===== src/rtl/traffic_pkg.sv =====
// Shared definitions for the intersection traffic-light pacing logic.
// Latency: n/a (types, constants and a pure lookup function only).
// Backpressure: n/a.
//
// Contents: phase encodings matching the sequencing FSM state encoding, the
// width of the per-phase tick countdown, and the duration/class lookups.
package traffic_pkg;

    localparam logic [2:0] PH_N_GREEN  = 3'd0;
    localparam logic [2:0] PH_N_YELLOW = 3'd1;
    localparam logic [2:0] PH_RED_1    = 3'd2;
    localparam logic [2:0] PH_E_LEFT   = 3'd3;
    localparam logic [2:0] PH_E_GREEN  = 3'd4;
    localparam logic [2:0] PH_E_YELLOW = 3'd5;
    localparam logic [2:0] PH_RED_2    = 3'd6;
    localparam logic [2:0] PH_N_LEFT   = 3'd7;

    localparam int DUR_W = 6;
    typedef logic [DUR_W-1:0] dur_t;

    localparam dur_t DUR_ONE = dur_t'(1);

    // Tick count loaded on entry to phase p.
    function automatic dur_t phase_dur(
        input logic [2:0] p,
        input dur_t       green_t,
        input dur_t       yellow_t,
        input dur_t       red_t,
        input dur_t       left_t
    );
        dur_t d;
        d = green_t;
        case (p)
            PH_N_GREEN,  PH_E_GREEN:  d = green_t;
            PH_N_YELLOW, PH_E_YELLOW: d = yellow_t;
            PH_RED_1,    PH_RED_2:    d = red_t;
            PH_E_LEFT,   PH_N_LEFT:   d = left_t;
            default:                  d = green_t;
        endcase
        return d;
    endfunction

    // Greens and lefts may be cut short by an emergency request.
    function automatic logic is_trunc_phase(input logic [2:0] p);
        return (p == PH_N_GREEN) || (p == PH_E_LEFT) ||
               (p == PH_E_GREEN) || (p == PH_N_LEFT);
    endfunction

    // All-red phases are held for as long as an emergency request persists.
    function automatic logic is_red_phase(input logic [2:0] p);
        return (p == PH_RED_1) || (p == PH_RED_2);
    endfunction

endpackage


===== src/rtl/tick_prescaler.sv =====
// Clock prescaler: emits one registered tick every TICK_DIV enabled cycles.
// Latency: tick is high for the cycle after the count reaches TICK_DIV-1.
// Backpressure: enable low freezes the count and the tick register in place.
//
// Ports:
//   clk    in   system clock, rising edge
//   reset  in   synchronous, active-high; clears count and tick
//   enable in   high = count; low = hold all state
//   tick   out  one-cycle pulse (held, not re-issued, while enable is low)
module tick_prescaler #(
    parameter int TICK_DIV = 50_000_000
) (
    input  logic clk,
    input  logic reset,
    input  logic enable,
    output logic tick
);

    localparam int CW = (TICK_DIV > 1) ? $clog2(TICK_DIV) : 1;
    localparam logic [CW-1:0] CNT_LAST = CW'(TICK_DIV - 1);

    logic [CW-1:0] cnt;
    logic          at_last;

    assign at_last = (cnt == CNT_LAST);

    // Holding tick while disabled lets the consumer see a tick that landed
    // just before a freeze once it is re-enabled, so freezes never lose time.
    always_ff @(posedge clk) begin
        if (reset) begin
            cnt  <= '0;
            tick <= 1'b0;
        end else if (enable) begin
            tick <= at_last;
            cnt  <= at_last ? '0 : cnt + 1'b1;
        end
    end

endmodule


===== src/rtl/phase_timer.sv =====
// Phase pacing for the traffic-light FSM: per-phase tick countdown and go pulse.
// Latency: go rises one cycle after the tick that sees remaining==1; one cycle wide.
// Backpressure: enable low freezes prescaler and countdown and suppresses go.
//
// Ports:
//   clk        in   system clock, rising edge
//   reset      in   synchronous, active-high
//   enable     in   run / freeze
//   emergency  in   pre-emption: truncate greens/lefts, hold all-reds
//   left_req   in   left-lane sensor (only used with PHASE_TIMER_LEFT_SKIP_EN)
//   go         out  one-cycle advance pulse to the sequencing FSM
//   phase      out  current phase, FSM state encoding
//   remaining  out  ticks left in current phase
//   tick       out  prescaler pulse
//
// Build option: define PHASE_TIMER_LEFT_SKIP_EN to shrink a left phase to a
// single tick when no left-lane demand is present on entry.
module phase_timer
    import traffic_pkg::*;
#(
    parameter int TICK_DIV = 50_000_000,
    parameter int GREEN_T  = 20,
    parameter int YELLOW_T = 3,
    parameter int RED_T    = 2,
    parameter int LEFT_T   = 8
) (
    input  logic             clk,
    input  logic             reset,
    input  logic             enable,
    input  logic             emergency,
    input  logic             left_req,
    output logic             go,
    output logic [2:0]       phase,
    output logic [DUR_W-1:0] remaining,
    output logic             tick
);

    localparam dur_t GREEN_D  = dur_t'(GREEN_T);
    localparam dur_t YELLOW_D = dur_t'(YELLOW_T);
    localparam dur_t RED_D    = dur_t'(RED_T);
    localparam dur_t LEFT_D   = dur_t'(LEFT_T);

    logic       go_q;
    logic [2:0] next_phase;
    dur_t       entry_dur;
    logic       emg_trunc;
    logic       emg_hold;

    tick_prescaler #(
        .TICK_DIV (TICK_DIV)
    ) u_prescaler (
        .clk    (clk),
        .reset  (reset),
        .enable (enable),
        .tick   (tick)
    );

    assign next_phase = phase + 3'd1;

    always_comb begin
        entry_dur = phase_dur(next_phase, GREEN_D, YELLOW_D, RED_D, LEFT_D);
`ifdef PHASE_TIMER_LEFT_SKIP_EN
        if (((next_phase == PH_E_LEFT) || (next_phase == PH_N_LEFT)) && !left_req) begin
            entry_dur = DUR_ONE;
        end
`endif
    end

`ifndef PHASE_TIMER_LEFT_SKIP_EN
    // Sensor is not consulted in this build.
    logic unused_left_req;
    assign unused_left_req = left_req;
`endif

    // Truncation only matters while more than one tick remains; at 1 the
    // normal tick path already fires go next.
    assign emg_trunc = emergency && is_trunc_phase(phase) && (remaining > DUR_ONE);
    assign emg_hold  = emergency && is_red_phase(phase);

    // Priority: reset > freeze > advance > emergency > tick countdown.
    always_ff @(posedge clk) begin
        if (reset) begin
            phase     <= PH_N_GREEN;
            remaining <= GREEN_D;
            go_q      <= 1'b0;
        end else if (!enable) begin
            // A pending go is dropped; remaining stays at 1 so the first
            // tick after re-enable re-arms it.
            go_q <= 1'b0;
        end else if (go_q) begin
            phase     <= next_phase;
            remaining <= entry_dur;
            go_q      <= 1'b0;
        end else if (emg_trunc) begin
            remaining <= DUR_ONE;
        end else if (emg_hold) begin
            remaining <= remaining;
        end else if (tick) begin
            if (remaining > DUR_ONE) begin
                remaining <= remaining - DUR_ONE;
            end else begin
                go_q <= 1'b1;
            end
        end
    end

    // The FSM must never see an advance while the timer is frozen.
    assign go = go_q & enable;

endmodule


===== config.mk =====
export PLATFORM = sky130hd
export DESIGN_NAME = phase_timer
export DESIGN_NICKNAME = d
export VERILOG_FILES = /design/src/rtl/traffic_pkg.sv /design/src/rtl/tick_prescaler.sv /design/src/rtl/phase_timer.sv
export SDC_FILE = /design/constraint.sdc
export NUM_CORES = 1
export LEC_CHECK = 0
export ABC_AREA = 1
export BUFFER_PORTS_ARGS = -buffer_cell sky130_fd_sc_hd__buf_2
export CORE_UTILIZATION = 30
export DETAILED_ROUTE_END_ITERATION = 16
export SYNTH_ARGS = -nofsm -noshare
export SYNTH_HDL_FRONTEND = slang
export SYNTH_HIERARCHICAL = 1
export SYNTH_SLANG_ARGS = --single-unit

===== constraint.sdc =====
create_clock -name clk -period 1.7 [get_ports clk]
set_input_delay 0.085 -clock clk [delete_from_list [all_inputs] [get_ports clk]]
set_output_delay 0.085 -clock clk [all_outputs]
set_load 0.01 [all_outputs]

==> impl_metrics.toml, run 1 <==
[clock_tree]
cts_max_level = 2
cts_sinks = 37
numCtsBuffers = 5
path_clk_slew_ns = 0.09
cts_root_buffer = "clkbuf_8"
cts_setup_buffers = 0
clock_latency_ns = 0.30
tritoncts = "yes"
cts_max_path_buffers = 2

[yosys]
synth_top_family_by_area = "simple AND/OR/NAND/NOR gates"
yosys_warnings = 6
synth_flop_cell = "dfxtp_1"
yosys.area_share.adder_pct = 4.47
synth_xor_area_share_pct = 4.69
avgSynthCellArea_um2 = 6.57
async_reset_ff_share_pct = 0
synth_compound_area_share_pct = 4.86
syn-cell-area_mm2 = 0.00224
synth_edf_count = 0
synthCells = 341
ys_types = 31
yosysSeqAreaShare_pct = 33.1
synth.mux.area_fraction_pct = 0.447
ys_ff_latch = 37
mappedNetlistNets = 354
synthSimpleGateAreaFrac_pct = 44.6

[placement]
placed_cells = 455
gp_congestion = 0.838
io_buffers = 14
place_hpwl_mm = 3.73

[sta]
tns_ns = 0
worstMarginPinSlew_ns = 0.352
rsz0062_at_grt = "yes"
timing.fmax_ghz = 0.659
fin_crit_sh_pct = 89.3
clock_skew_ns = 0.0121
holdWs_ns = 0.122
relSlewSlack_pct = 76.5
hold_viol = 0
min_period_ns = 1.52
setup_violations = 0
maxSlewViolCount = 0

[critical_path]
critPathRequiredTime_ns = 1.90
cp-end-kind = "flip-flop"
start_kind = "flip-flop"
path_max_fanout = 11
critPathArrivalTime_ns = 1.72
reg2reg_from = "remaining[1]"
startpoint = "remaining[1]"
worstSetupPathType = "flip-flop to flip-flop"

[power]
comb_power_share_pct = 8.6
ir_drop_uv = 249
powerDensity_mw_per_mm2 = 714
p_int_mw = 1.38
power.switching_uw = 466
leakagePower_nw = 1.07
finalPower_mw = 1.85
p_seq_share_pct = 48.6
swShare_pct = 25.2
pwr-share-clk_pct = 42.8

[worst_hold_path]
hold_class = "primary input to flip-flop"
worstHoldStart = "reset"

[floorplan]
num_rows = 31
die_y_um = 88.4
io-pin-count = 16
core_mm2 = 0.00725
initial_utilization_pct = 30.9
die_area_mm2 = 0.00782
die_x_um = 88.4

[cells_and_area]
instances_no_fill = 464
final_common_cell = "nand2_1"
syn_to_final_growth_pct = 15.4
n_antenna_cell = 0
drive_above_1_share_pct = 16.2
nFillCells = 803
mostFrequentLayoutCells = "nand2_1 (91), nor2_1 (66), dfxtp_1 (37), inv_1 (34), nand3_1 (25)"
utilization_pct = 35.6
fin_nets = 377

[route]
num_vias = 2060
drcViolationCount = 0
routed_wl_mm = 4.87
drt-initial-drc-count = 95
viasPerCell = 4.44
wl_per_cell_um = 10.5
drtPass1Iterations = 4
antenna_left = 0

[global_routing]
grt_pass1_wl_mm = 8.42
grt.overflow.total = 0
groute.usage.overall_pct = 13.9
grt_max_degree = 16
grt_pass1_vias = 1925
antenna_found_initial = 0

[job]
maxCapViolations = 0

[status]
status = "finished clean"
## state kept, by name, summed over array words and instances (netlist names)
signal,count
u_prescaler/tick,1
u_prescaler/cnt,26
go_q,1
remaining,6
phase,3
## cell usage after synthesis, types with 3 or more instances
library cell  number  area (µm²)
nor2_4             5        56.3
nand2_1           91         342
nand2_4            3        33.8
inv_2              3        11.3
xor2_1             6        52.6
nand3_2            3        30.0
nand3_1           25         125
xnor2_1            6        52.6
o21ai_0            3        15.0
nand4_1            6        37.5
nor2_1            67         251
ha_1               8         100
dfxtp_1           37         741
inv_1             34         128
nor2_2             8        50.1
a21oi_1           11        55.1
nand2_2            6        37.5
nor3_1             3        15.0
## cells by family (layout without fill, tap and decap cells)
family	Yosys count	count (layout)
compound gates	20	20
xor+xnor	12	12
fa+ha+maj	8	8
buf+inv	43	67
flops	37	37
mux	1	1
simple gates	220	220
## area by class of cell
type | count | area [µm²] | share of cell area [%]
multi-input combinational | 261 | 1340 | 51.9
sequential | 37 | 741 | 28.7
inverter | 39 | 146 | 5.66
tap | 99 | 124 | 4.79
timing repair buffer | 20 | 118 | 4.55
clock buffer | 5 | 68.8 | 2.66
clock inverter | 3 | 46.3 | 1.79
## through the flow
step / worst slack (ns) / area, µm²
6_report: 0.182 / 2580
5_1_grt: -0.00793 / 2580
4_1_cts: 0.0718 / 2570
3_5_place_dp: 0.102 / 2440
3_3_place_gp: 0.125 / 2440
2_1_floorplan: 0.0608 / 2240
## per-layer routing
layer,vias to the layer above,track usage [%],routed length [µm]
met4,0,4.40,49
met3,5,3.08,169
met1,921,17.0,2420
met2,26,24.3,2240
met5,-,0,0
li1,1108,-,-
## critical path, stage by stage (launching register included)
cell	delay (ns)
dfxtp_1	0.33
inv_1	0.10
ha_1	0.24
inv_1	0.06
nand2_1	0.06
nand3_2	0.12
nand2_4	0.13
nand2_2	0.07
nand2_4	0.14
nand2_1	0.07
nand2_1	0.07
nor2_2	0.04
## power groups by stage
stage | Combinational (mW) | Sequential (mW) | Clock, mW
after floorplan | 0.108 | 0.922 | 0
after global placement | 0.153 | 0.917 | 0
after detailed placement | 0.155 | 0.917 | 0
after CTS | 0.158 | 0.897 | 0.831
after global routing | 0.183 | 0.900 | 0.852
final | 0.159 | 0.897 | 0.789
## repair_timing
action	4_1_cts	5_1_grt
hold buffers	1	0
endpoints found under the setup margin	0	16
resized for setup	0	5
hold endpoints to repair	1	0
## worst paths after layout
check | to | slack, ns | cells after the start
setup / recovery | remaining[5] | 0.18 | 11
hold / removal | u_prescaler/cnt[10] | 0.12 | 2
setup reg to reg | remaining[5] | 0.18 | 11
hold reg to reg | phase[2] | 0.46 | 2
Note: power is estimated with default switching activity, not from simulation.
==> run 2: changes to the inputs <==
- CORE_ASPECT_RATIO: default -> 1.2
- SETUP_SLACK_MARGIN: default -> 0.15
==> run 2 against run 1 <==
Setup slack gained 0.10 ns; combinational power grew 8%; final area grew 2.2%; sequential cell count is the same; critical path depth shrank 3; cell count shrank 1.5%; power shrank 0.52%; core utilization grew 0.88 points; clock skew grew 0.00092 ns; non-clock buffer count is the same; count of clock-buffer cells in the layout grew 1; critical endpoint is now remaining[1]; largest power group unchanged.
==> impl_metrics.toml, run 2 (same netlist as run 1, synthesis figures left out) <==
[status]
status = "finished clean"

[cells_and_area]
mostFrequentLayoutCells = "nand2_1 (90), nor2_1 (64), dfxtp_1 (32), inv_1 (31), nand3_1 (25)"
largest_reg_flops = 26
top_register = "u_prescaler/cnt"
top_regs = "u_prescaler/cnt x26, remaining x6, phase x3"
syn_to_final_growth_pct = 17.9
n_antenna_cell = 0
nFillCells = 770
multiInputGateArea_mm2 = 0.00140
final_common_cell = "nand2_1"
seqCellArea_um2 = 749
drive_above_1_share_pct = 19.6
fin_nets = 379
instances_no_fill = 457

[critical_path]
start_kind = "flip-flop"
critPathArrivalTime_ns = 1.61
path_max_fanout = 7
critPathRequiredTime_ns = 1.89
cp-end-kind = "flip-flop"
reg2reg_slack_ns = 0.28
worstSetupPathType = "flip-flop to flip-flop"

[global_routing]
grtUsageMet3_pct = 3.30
top_usage_layer = "met2"
antenna_found_initial = 0
groute.usage.overall_pct = 13.8
grt_pass1_wl_mm = 8.40
grt_pass1_vias = 1950
grt_max_degree = 14
met2_usage_pct = 23.2
grt.overflow.total = 0
grtUsageMet1_pct = 16.4

[placement]
placed_cells = 444
io_buffers = 14
place_hpwl_mm = 3.61
pre_cts_ws_ns = 0.136
gp_congestion = 0.880

[route]
viasPerCell = 4.49
routed_wl_mm = 4.93
drtPass1Iterations = 4
antenna_left = 0
drcViolationCount = 0
drt-initial-drc-count = 116
wl_per_cell_um = 10.8
num_vias = 2051

[clock_tree]
numCtsBuffers = 5
path_clk_slew_ns = 0.08
cts_root_buffer = "clkbuf_8"
cts_max_level = 2
cts_sinks = 37
cts_max_path_buffers = 2
tritoncts = "yes"
clock_latency_ns = 0.29

[floorplan]
num_rows = 34
core_mm2 = 0.00723
die_y_um = 96.7
io-pin-count = 16
initial_utilization_pct = 31.0
die_x_um = 80.9
die_area_mm2 = 0.00782

[sta]
maxSlewViolCount = 0
timing.fmax_ghz = 0.706
worstMarginPinSlew_ns = 0.278
setup_slack_ns = 0.283
relSlewSlack_pct = 81.5
min_period_ns = 1.42
hold_viol = 0
setup_violations = 0
clock_skew_ns = 0.0130
fin_crit_sh_pct = 83.4
tns_ns = 0
rsz0062_at_grt = "yes"

[power]
ir_drop_uv = 290
finalPower_mw = 1.84
p_seq_share_pct = 48.9
powerDensity_mw_per_mm2 = 695
comb_power_share_pct = 9.3
leakagePower_nw = 1.09
swShare_pct = 24.5
p_int_mw = 1.39
power.switching_uw = 451
pwr-share-clk_pct = 41.8

[job]
maxCapViolations = 0

[worst_hold_path]
hold_class = "primary input to flip-flop"
## run 2: changes by cell type in the layout (fill, tap and decap cells not counted), sizes merged
cell | previous run | this run
clkbuf | 5 | 6
clkinvlp | 1 | 0
nand2 | 100 | 102
## run 2: critical path, stage by stage (launching register included)
cell	delay, ns
dfxtp_2	0.33
inv_2	0.12
ha_4	0.23
nor2_2	0.15
nand2_4	0.10
nand2_2	0.11
nand2_2	0.10
nor2_1	0.14
nor2_2	0.05
## run 2: layer usage
metal  part of all wire (%)  wire [µm]  up-vias
li1                       -          -     1119
met3                    3.1        153        5
met5                      0          0        -
met2                     49       2410       30
met4                    1.8         89        0
met1                     46       2280      897
## run 2: worst paths after layout
path / to / depth (start not counted) / from
worst max-delay path: remaining[1] / 8 / phase[0]
worst min-delay path: u_prescaler/cnt[9] / 2 / reset
worst max register to register: remaining[1] / 8 / phase[0]
worst min register to register: phase[2] / 2 / phase[2]
## run 2: power groups by stage
stage               Combinational (mW)  Sequential (mW)  Clock (mW)
floorplan                        0.109            0.922           0
global placement                 0.153            0.919           0
detailed placement               0.154            0.920           0
CTS                              0.159            0.899       0.797
global route                     0.199            0.902       0.836
finish                           0.171            0.899       0.767
## run 2: timing repair
action,4_1_cts,5_1_grt
setup buffers,0,2
hold endpoints to repair,1,0
hold buffers,1,0
gates cloned,0,2
setup endpoints to repair,15,24
resized for setup,3,16
pin swaps,0,3
## run 2: cell type report
| type | count | share of cell area (%) |
|---|---|---|
| clock buffer | 6 | 2.75 |
| clock inverter | 2 | 1.47 |
| inverter | 39 | 5.54 |
| multi-input combinational | 263 | 53.2 |
| sequential | 37 | 28.4 |
| tap | 90 | 4.26 |
| timing repair buffer | 20 | 4.45 |
## run 2: through the flow
stage	util (%)	area [µm²]	hold WS (ns)
global placement	33.6	2430	0.317
finish	36.5	2640	0.139
global route	36.5	2640	0.143
CTS	35.4	2560	0.127
floorplan	-	2260	0.173
detailed placement	33.6	2430	0.311
==> run 3: changes to the inputs <==
- ABC_AREA: 1 -> 0
- clock period: 1.7 -> 1.2 ns (I/O delays scaled with it)
==> run 3 against run 2 <==
The run now ends with negative setup slack left; synthesized area shrank 5.9%; first-iteration DRC count shrank 54%; setup slack lost 0.72 ns; sequential share of layout area shrank 5.7 points; non-clock buffer count grew 82; critical endpoint is now remaining[2]; largest cell class unchanged; highest routed layer unchanged.
==> impl_metrics.toml, run 3 <==
[route]
drtPass1Iterations = 4
wl_per_cell_um = 14.3
drt-initial-drc-count = 53
num_vias = 2091
viasPerCell = 5.04
antenna_left = 0
drcViolationCount = 0
routed_wl_mm = 5.93

[floorplan]
num_rows = 33
core_mm2 = 0.00681
io-pin-count = 16
die_x_um = 78.5
initial_utilization_pct = 30.9
die_area_mm2 = 0.00737
die_y_um = 93.8

[yosys]
synth.largest_area_cell = "dfxtp_1"
syn-cell-area_mm2 = 0.00211
mappedNetlistNets = 243
ys_types = 57
synth_flop_cell = "dfxtp_1"
synthCells = 230
yosysSeqAreaShare_pct = 35.1
synth_top_area_share_pct = 35.1
async_reset_ff_share_pct = 0
ys_ff_latch = 37
synth.area.top_cells = "dfxtp_1 (35%), ha_1 (4.7%), buf_6 (3.7%)"
synth_edf_count = 0
ys_top_cells_by_count = "dfxtp_1 (37), nor2_1 (17), a21oi_1 (15), nand2_1 (13), nand3_1 (11)"
avgSynthCellArea_um2 = 9.17
yosys_warnings = 6
yosysMostFrequentCell = "dfxtp_1"

[cells_and_area]
utilization_pct = 50.5
final_cell_area_mm2 = 0.00344
nFillCells = 612
largest_reg_flops = 26
top_regs = "u_prescaler/cnt x26, remaining x6, phase x3"
n_antenna_cell = 0
final_common_cell = "buf_4"
syn_to_final_growth_pct = 63.1
drive_above_1_share_pct = 61.9
mostFrequentLayoutCells = "buf_4 (65), dfxtp_1 (19), buf_6 (18), a21oi_2 (16)"
fin_nets = 340
top_register = "u_prescaler/cnt"

[global_routing]
antenna_found_initial = 0
grt_pass1_vias = 2107
grt.overflow.total = 0
groute.usage.overall_pct = 16.5
grt_max_degree = 16
grt_pass1_wl_mm = 9.56

[sta]
rsz0062_at_grt = "yes"
fin_crit_sh_pct = 136
worstMarginPinSlew_ns = 0.346
timing.fmax_ghz = 0.612
clock_skew_ns = 0.00972
maxSlewViolCount = 0
relSlewSlack_pct = 76.9
setup_slack_ns = -0.435
hold_viol = 0
holdWs_ns = 0.138
tns_ns = -12.36
setup_violations = 35
min_period_ns = 1.64

[placement]
gp_congestion = 0.867
place_hpwl_mm = 3.99
placed_area_mm2 = 0.00290
io_buffers = 14

[critical_path]
critPathSlowestCell = "dfxtp_4"
reg2reg_from = "phase[1]"
critPathCapture = "remaining[2]"
cp-end-kind = "flip-flop"
timing.rr.end = "remaining[2]"
worstRegToRegCells = 6
worstSetupPathType = "flip-flop to flip-flop"
critPathRequiredTime_ns = 1.38
start_kind = "flip-flop"
reg2reg_slack_ns = -0.44
startpoint = "phase[1]"
critPathArrivalTime_ns = 1.82
critPathMaxStageDelay_ns = 0.35
path_max_fanout = 3
cp_cell_sequence = "buf_4, ha_2, a21boi_2, o31a_1, o311ai_1, a221o_1"

[clock_tree]
path_clk_slew_ns = 0.08
cts_root_buffer = "clkbuf_8"
numCtsBuffers = 5
clock_latency_ns = 0.30
hold_buffers = 0
cts_sinks = 37
tritoncts = "yes"
cts_max_level = 2
cts_max_path_buffers = 2

[status]
violations = "negative setup slack"
status = "finished with violations"

[power]
leakagePower_nw = 1.37
powerDensity_mw_per_mm2 = 724
ir_drop_uv = 437

[worst_hold_path]
hold_class = "primary input to flip-flop"
holdPathStages = 2

[job]
maxCapViolations = 0
## run 3: metal layers
layer / wire length, µm / global-route usage [%] / vias to the layer above
met1: 2540 / 19.3 / 1009
met5: 0 / 0 / -
met4: 68 / 5.86 / 0
met3: 127 / 2.43 / 4
met2: 3200 / 30.1 / 27
li1: - / - / 1051
## run 3: layout make-up
| class | instances | area (µm²) | area share (%) |
|---|---|---|---|
| clock inverters | 3 | 17.5 | 0.509 |
| repair buffers | 102 | 906 | 26.3 |
| well taps | 87 | 109 | 3.16 |
| multi-input cells | 174 | 1530 | 44.5 |
| inverters | 7 | 28.8 | 0.837 |
| flip-flops and latches | 37 | 778 | 22.6 |
| clock buffers | 5 | 68.8 | 2.00 |
## run 3: stage by stage
step / total power [mW] / worst slack, ns / std cells
final: 2.49 / -0.435 / 415
after detailed placement: 1.55 / -0.405 / 389
after CTS: 2.49 / -0.415 / 412
after global routing: 2.59 / -0.484 / 415
after floorplan: 1.44 / -0.422 / 230
after global placement: 1.55 / -0.414 / 389
## run 3: power breakdown
part	switching (mW)	internal, mW
sequential	0.0202	1.24
clock	0.486	0.401
combinational	0.162	0.183
## run 3: cells by family (layout without fill, tap and decap cells)
group                      after synthesis  after routing  synth area share, %
buffers and inverters                   19            117                 6.47
adders and majority gates                8              8                 4.75
and+or+nand+nor                         98             98                 29.6
muxes                                    1              1                0.475
xor gates and xnor gates                14             14                 5.82
DFF                                     37             37                 35.1
AOI/OAI and AO/OA                       53             53                 17.8
## run 3: worst max-delay path: cells and delay by family (launching register included)
kind,cells,cell delay (ns)
adders and majority gates,1,0.17
DFF,1,0.35
buffers and inverters,1,0.13
AOI/OAI and AO/OA,4,0.88
## run 3: how the worst min path moves through the flow
| stage | from | to | slack [ns] |
|---|---|---|---|
| final | reset | phase[2] | 0.14 |
| after global routing | reset | phase[2] | 0.16 |
| after CTS | reset | phase[2] | 0.12 |
| after detailed placement | reset | u_prescaler/cnt[6] | 0.42 |
| after global placement | reset | u_prescaler/cnt[6] | 0.41 |
| after floorplan | reset | u_prescaler/cnt[6] | 0.13 |
## run 3: timing repair
action	CTS	global route
cloned	2	0
setup endpoints to repair	37	38
gates resized for setup	43	27
setup buffers	13	3
pin swaps	14	14
